File: src/rtl/id_ex_stage.sv
// ID/EX pipeline register with load-use hazard detection, flush handling and a sticky halt.
// All outputs are registered except stall, which is derived from the current decode slot.
module id_ex_stage (
    input  logic        clk,
    input  logic        rst,

    input  logic        valid_ID,
    input  logic [2:0]  read_reg1_ID,
    input  logic [2:0]  read_reg2_ID,
    input  logic        use_r1_ID,
    input  logic        use_r2_ID,
    input  logic [15:0] rs_ID,
    input  logic [15:0] r2_ID,
    input  logic [15:0] imm_ID,
    input  logic [2:0]  w1_reg_ID,
    input  logic        reg_en_ID,
    input  logic        mem_en_ID,
    input  logic        mem_wr_ID,
    input  logic        b_sel_ID,
    input  logic        halt_ID,
    input  logic [4:0]  alu_op_ID,
    input  logic        flush_EX,

    output logic        valid_ID_EX,
    output logic [2:0]  read_reg1_ID_EX,
    output logic [2:0]  read_reg2_ID_EX,
    output logic [15:0] rs_ID_EX,
    output logic [15:0] r2_ID_EX,
    output logic [15:0] imm_ID_EX,
    output logic [2:0]  w1_reg_ID_EX,
    output logic        reg_en_ID_EX,
    output logic        mem_en_ID_EX,
    output logic        mem_wr_ID_EX,
    output logic        b_sel_ID_EX,
    output logic [4:0]  alu_op_ID_EX,

    output logic        stall,
    output logic        halted,
    output logic [15:0] stall_count
);

    typedef enum logic {
        RUN    = 1'b0,
        HALTED = 1'b1
    } halt_state_t;

    halt_state_t state;
    halt_state_t state_next;

    logic ex_is_load;
    logic r1_hit;
    logic r2_hit;
    logic load_use;
    logic bubble;
    logic take_halt;

    assign halted = (state == HALTED);

    // Only a real, register-writing load in EX can create a hazard; r0 is not special.
    assign ex_is_load = valid_ID_EX & mem_en_ID_EX & ~mem_wr_ID_EX & reg_en_ID_EX;
    assign r1_hit     = use_r1_ID & (read_reg1_ID == w1_reg_ID_EX);
    assign r2_hit     = use_r2_ID & (read_reg2_ID == w1_reg_ID_EX);
    assign load_use   = valid_ID & ex_is_load & (r1_hit | r2_hit);

    assign stall      = (load_use | halted) & ~flush_EX;
    assign bubble     = flush_EX | halted | load_use;
    assign take_halt  = ~bubble & valid_ID & halt_ID;

    always_comb begin
        state_next = state;
        case (state)
            RUN:     if (take_halt) state_next = HALTED;
            HALTED:  state_next = HALTED;
            default: state_next = RUN;
        endcase
    end

    always_ff @(posedge clk) begin
        if (rst) begin
            state <= RUN;
        end else begin
            state <= state_next;
        end
    end

    // Reset and every bubble source produce the same all-zero slot.
    always_ff @(posedge clk) begin
        if (rst || bubble) begin
            valid_ID_EX     <= 1'b0;
            read_reg1_ID_EX <= 3'd0;
            read_reg2_ID_EX <= 3'd0;
            rs_ID_EX        <= 16'd0;
            r2_ID_EX        <= 16'd0;
            imm_ID_EX       <= 16'd0;
            w1_reg_ID_EX    <= 3'd0;
            reg_en_ID_EX    <= 1'b0;
            mem_en_ID_EX    <= 1'b0;
            mem_wr_ID_EX    <= 1'b0;
            b_sel_ID_EX     <= 1'b0;
            alu_op_ID_EX    <= 5'd0;
        end else begin
            valid_ID_EX     <= valid_ID;
            read_reg1_ID_EX <= read_reg1_ID;
            read_reg2_ID_EX <= read_reg2_ID;
            rs_ID_EX        <= rs_ID;
            r2_ID_EX        <= r2_ID;
            imm_ID_EX       <= imm_ID;
            w1_reg_ID_EX    <= w1_reg_ID;
            reg_en_ID_EX    <= reg_en_ID & valid_ID;
            mem_en_ID_EX    <= mem_en_ID & valid_ID;
            mem_wr_ID_EX    <= mem_wr_ID & valid_ID;
            b_sel_ID_EX     <= b_sel_ID & valid_ID;
            alu_op_ID_EX    <= alu_op_ID & {5{valid_ID}};
        end
    end

    always_ff @(posedge clk) begin
        if (rst) begin
            stall_count <= 16'd0;
        end else if (stall && (stall_count != 16'hFFFF)) begin
            stall_count <= stall_count + 16'd1;
        end
    end

endmodule

File: config.mk
export PLATFORM = sky130hd
export DESIGN_NAME = id_ex_stage
export DESIGN_NICKNAME = d
export VERILOG_FILES = /design/src/rtl/id_ex_stage.sv
export SDC_FILE = /design/constraint.sdc
export NUM_CORES = 1
export LEC_CHECK = 0
export ABC_CLOCK_PERIOD_IN_PS = 1900
export BUFFER_PORTS_ARGS = -buffer_cell sky130_fd_sc_hd__buf_2
export CAP_MARGIN = 20
export CORE_MARGIN = 2
export CORE_UTILIZATION = 39
export DETAILED_ROUTE_END_ITERATION = 8
export GPL_ROUTABILITY_DRIVEN = 0
export PLACE_DENSITY_LB_ADDON = 0.1
export SYNTH_ARGS = -nofsm -noshare
export SYNTH_HDL_FRONTEND = slang
export SYNTH_SLANG_ARGS = --single-unit
export TNS_END_PERCENT = 100
File: constraint.sdc
create_clock -name clk -period 1.9 [get_ports clk]
set_clock_uncertainty 0.2 [all_clocks]
set_input_delay 0.095 -clock clk [delete_from_list [all_inputs] [get_ports clk]]
set_output_delay 0.095 -clock clk [all_outputs]
set_load 0.02 [all_outputs]
==> Yosys cells after proc, flatten, opt, wreduce, memory -nomap -nowiden <==
Index checks and enable logic that the tools add are counted.
{ "totals": {"ff_bits": 84, "in_bits": 73, "out_inout_bits": 85, "wordCells": 45} }
{ "op_classes": {"n_bitwise": 23, "n_eq_ne": 3, "n_addsub": 1, "muxes": 2, "reduce_logical": 2} }
{ "op_table": {"columns": ["op", "n"], "rows": [
  ["16-bit by 1-bit adder with 16-bit output, second input constant", 1],
  ["16-bit != test, second input constant", 1],
  ["1-bit AND", 14],
  ["3-bit == test", 2],
  ["5-bit AND", 1],
  ["1-bit NOT", 4],
  ["1-bit bitwise OR", 4],
  ["1-bit case mux with 2 select lines", 1],
  ["1-bit logical AND", 1],
  ["1-bit logical OR", 1],
  ["1-bit 2-to-1 mux", 1]
]} }

==> Longest topological paths before layout <==
{ "depth": {"depth_word": 11, "ltp_mapped": 8, "depth_no_buf": 7} }

==> Worst setup path before layout <==
No wires, ideal clock.
{ "synth_path": {"path_type": "register -> register", "from": "reg stall_count[0]", "to": "reg stall_count[10]", "n_path_buf": 0, "stages_incl_launch_ff": 8, "t_required_ns": 1.579, "setup_time_ns": 0.121, "arrival_ns": 1.818, "slack_ns": -0.239, "synth_period_minus_slack_ns": 2.139, "path_cell_list": "dfxtp_1 > ha_1 > nand2_1 > nor3_1 > a211oi_4 > and2_2 > nand3_1 > mux2_2"} }
{ "synth_between": {"elab_chain_len": 2, "word_cells_on_any_way": 3, "classes_between": "1 x add/sub; 1 x eq/ne; 1 x reduce/logical"} }
{ "synth_rtl": {"columns": ["element", "line", "text"], "rows": [
  ["from (decl)", "39", "output logic [15:0] stall_count"],
  ["from (signal assigned)", "121", "stall_count <= stall_count + 16'd1;"],
  ["parallel branches: the longest is 2 deep, another holds 16-bit by 1-bit adder with 16-bit output", null, null]
]} }
Several ways; the timed one is not identified.
A chain may end at the register's enable or synchronous reset.

==> Final worst setup path <==
{ "layout_path": {"from": "reg stall_count[9]", "to": "reg stall_count[15]"} }
The elaborated chain is that of the path after synthesis.

==> reports/results.tsv <==
metric	value	unit
relative slew slack	73.4	%
max_cap viols	0	
fin crit period	1.94	ns
Worst Path Arrival	2.03	ns
M2 GR Usage	36.9	%
Req. time, crit path	1.99	ns
main flop type after synthesis	dfxtp_1	
Seq/Total Area, Yosys	60.6	%
die area	0.00780	mm^2
vias in the first global route	2711	
P_leak	0.00246	uW
failing checks	negative setup slack	
CTS max path bufs	2	
flip-flop and latch area	0.00170	mm^2
input/output buffers	157	
Pre-Repair DR Iteration Count	4	
clk_lat worst skew	0.35	ns
Reg2Reg Launch Point	stall_count[9]	
most frequent cells in the layout	buf_2 (156), dfxtp_1 (72), dlygate4sd3_1 (69)	
area of the multi-input gates	0.00108	mm^2
Critical Path Source Type	flop	
chip width	88.3	um
first-pass GRT wire length	12500	um
total inserted antenna cells	0	
Tot GR Track Use	21.2	%
Distinct cells, synth	39	
total CTS buffers	9	
fillcell total	531	
largest net degree at the start of global routing	35	
GR Util met3	6.81	%
Layout Cells excl Fill	619	
RR Endpoint	stall_count[15]	
commonest non-fill, non-tap cell in the layout	buf_2	
endpoint type of the worst setup path	flop	
power density cells	751	mW/mm^2
Clock Sinks	84	
Setup Slack @ Placement	-0.0790	ns
clock-pin slew on the worst setup and hold paths	0.09	ns
top fanout value on the critical path	5	
Min-Delay Path Class	in -> reg	
peak supply drop	0.464	mV
DRC	0	
ys async rst share	0	%
grt ovf	0	
Post-DP HPWL	5230	um
Post-Place Cells	528	
final net count	592	
# IOs	158	
hold_sp	flush_EX	
FMAX	0.515	GHz
GR peak layer	met2	
post-DR vias/cell	4.40	
area leader, netlist	dfxtp_1	
Worst-Margin Slew	0.398	ns
Layout area overhead	79.3	%
run status	finished with violations	
final hold violations	0	
Clock Tree Root	clkbuf_8	
Core ar.	0.00683	mm^2
GR met1 Demand/Resource	23.7	%
max-slew violations	0	
Post-Syn Nets	328	
share of cells above drive strength 1	47.4	%
vias	2725	
setup TNS	-0.0728	ns
initial antenna violation count	0	
Synth warnings	0	
hold path cells	3	
DRT antenna net count	0	
hold path endpoint	stall_count[12]	
post-synthesis instance total	254	
Post-synth EDFFs	0	
Iteration-0 DRC Markers	85	
RSZ-0062 raised after global routing	yes	
register bit total from synthesis	84	
Setup Crit Path Kind	reg -> reg	
H-Tree Depth	3	
WL/cell	13.4	um
Starting Density	40.6	%
Worst Setup Slack, final	-0.0434	ns
top post-synthesis cells by area	dfxtp_1 (61%), and2_1 (13%), xor2_1 (2.8%)	
cells on worst reg2reg path	6	
syn avg cell area	10.9	um^2
CTS tree	done	
Mapped Area	0.00277	mm^2
num rows	30	
setup slack, reg-to-reg	-0.04	ns
final setup vio count	2	
Synth top area share	60.6	%
Post-Route WL	8320	um
Final Cycle Share	102	%
die height	88.3	um
metrics by stage:
step	area (um^2)	power (uW)	hold slack, ns	utilization (%)
floorplan	2800	2050	0.0166	-
global placement	3910	2210	0.0934	57.2
detailed placement	3910	2220	0.0968	57.2
CTS	4850	3730	0.00214	71.0
global route	4970	3870	0.0183	72.8
finish	4970	3730	0.0134	72.8
report_power, final:
group / switching [uW] / internal (uW)
combinational: 219 / 267
sequential: 18.2 / 1820
clock: 665 / 747
total: 902 / 2830
how the worst max path moves through the flow:
stage,slack [ns],end,from
after floorplan,-0.05,stall_count[15],stall_count[9]
after global placement,-0.05,stall_count[15],stall_count[9]
after detailed placement,-0.08,stall_count[15],stall_count[9]
after CTS,-0.08,stall_count[15],stall_count[9]
after global routing,-0.12,stall_count[9],stall_count[9]
final,-0.04,stall_count[15],stall_count[9]
state kept, by name (all words and copies together), names as in the netlist:
name / flops
alu_op_ID_EX: 5
b_sel_ID_EX: 1
halted: 1
r2_ID_EX: 16
rs_ID_EX: 16
reg_en_ID_EX: 1
imm_ID_EX: 16
w1_reg_ID_EX: 3
read_reg2_ID_EX: 3
mem_wr_ID_EX: 1
valid_ID_EX: 1
read_reg1_ID_EX: 3
mem_en_ID_EX: 1
stall_count: 16
cells in the mapped netlist, types with 4 or more instances:
| cell | count |
|---|---|
| xor2_1 | 9 |
| clkbuf_1 | 6 |
| dfxtp_1 | 84 |
| xnor2_1 | 7 |
| nand3_1 | 13 |
| and2_1 | 58 |
| nand2_1 | 7 |
| and3_1 | 12 |
| nor2_1 | 14 |
| nand4_1 | 4 |
| a21oi_1 | 5 |
timing repair:
item	4_1_cts	5_1_grt
buffers inserted	1	3
endpoints found under the setup margin	4	77
hold buffers	69	0
cloned	0	2
gates resized for setup	6	10
hold endpoints to repair	83	0
pin swaps	10	4
worst max-delay path, stage by stage, from the launching register on:
cell	delay [ns]
dfxtp_2	0.33
and4_4	0.19
and4_4	0.15
a211oi_4	0.29
nand2_2	0.09
or4_4	0.52
a21oi_2	0.12
area by class of cell:
class / count / share of cell area [%]
repair buffers: 265 / 37.1
flip-flops and latches: 84 / 34.2
multi-input cells: 156 / 21.7
clock buffers: 9 / 2.49
well taps: 96 / 2.42
clock inverters: 7 / 1.99
inverters: 2 / 0.151
layer usage:
metal / up-vias / routed length, um
met5: - / 0
met4: 0 / 120
met3: 12 / 575
met2: 93 / 4350
met1: 1254 / 3270
li1: 1366 / -
logic make-up (layout without fill, tap and decap cells):
group	after synthesis	count (layout)	synth area share, %
muxes	1	1	0.406
xor gates and xnor gates	16	16	5.05
DFF	84	84	60.6
and+or+nand+nor	125	125	27.1
buffers and inverters	14	283	2.66
AOI/OAI and AO/OA	13	13	3.70
adders and majority gates	1	1	0.451
Power figures use the tool's default switching activity.
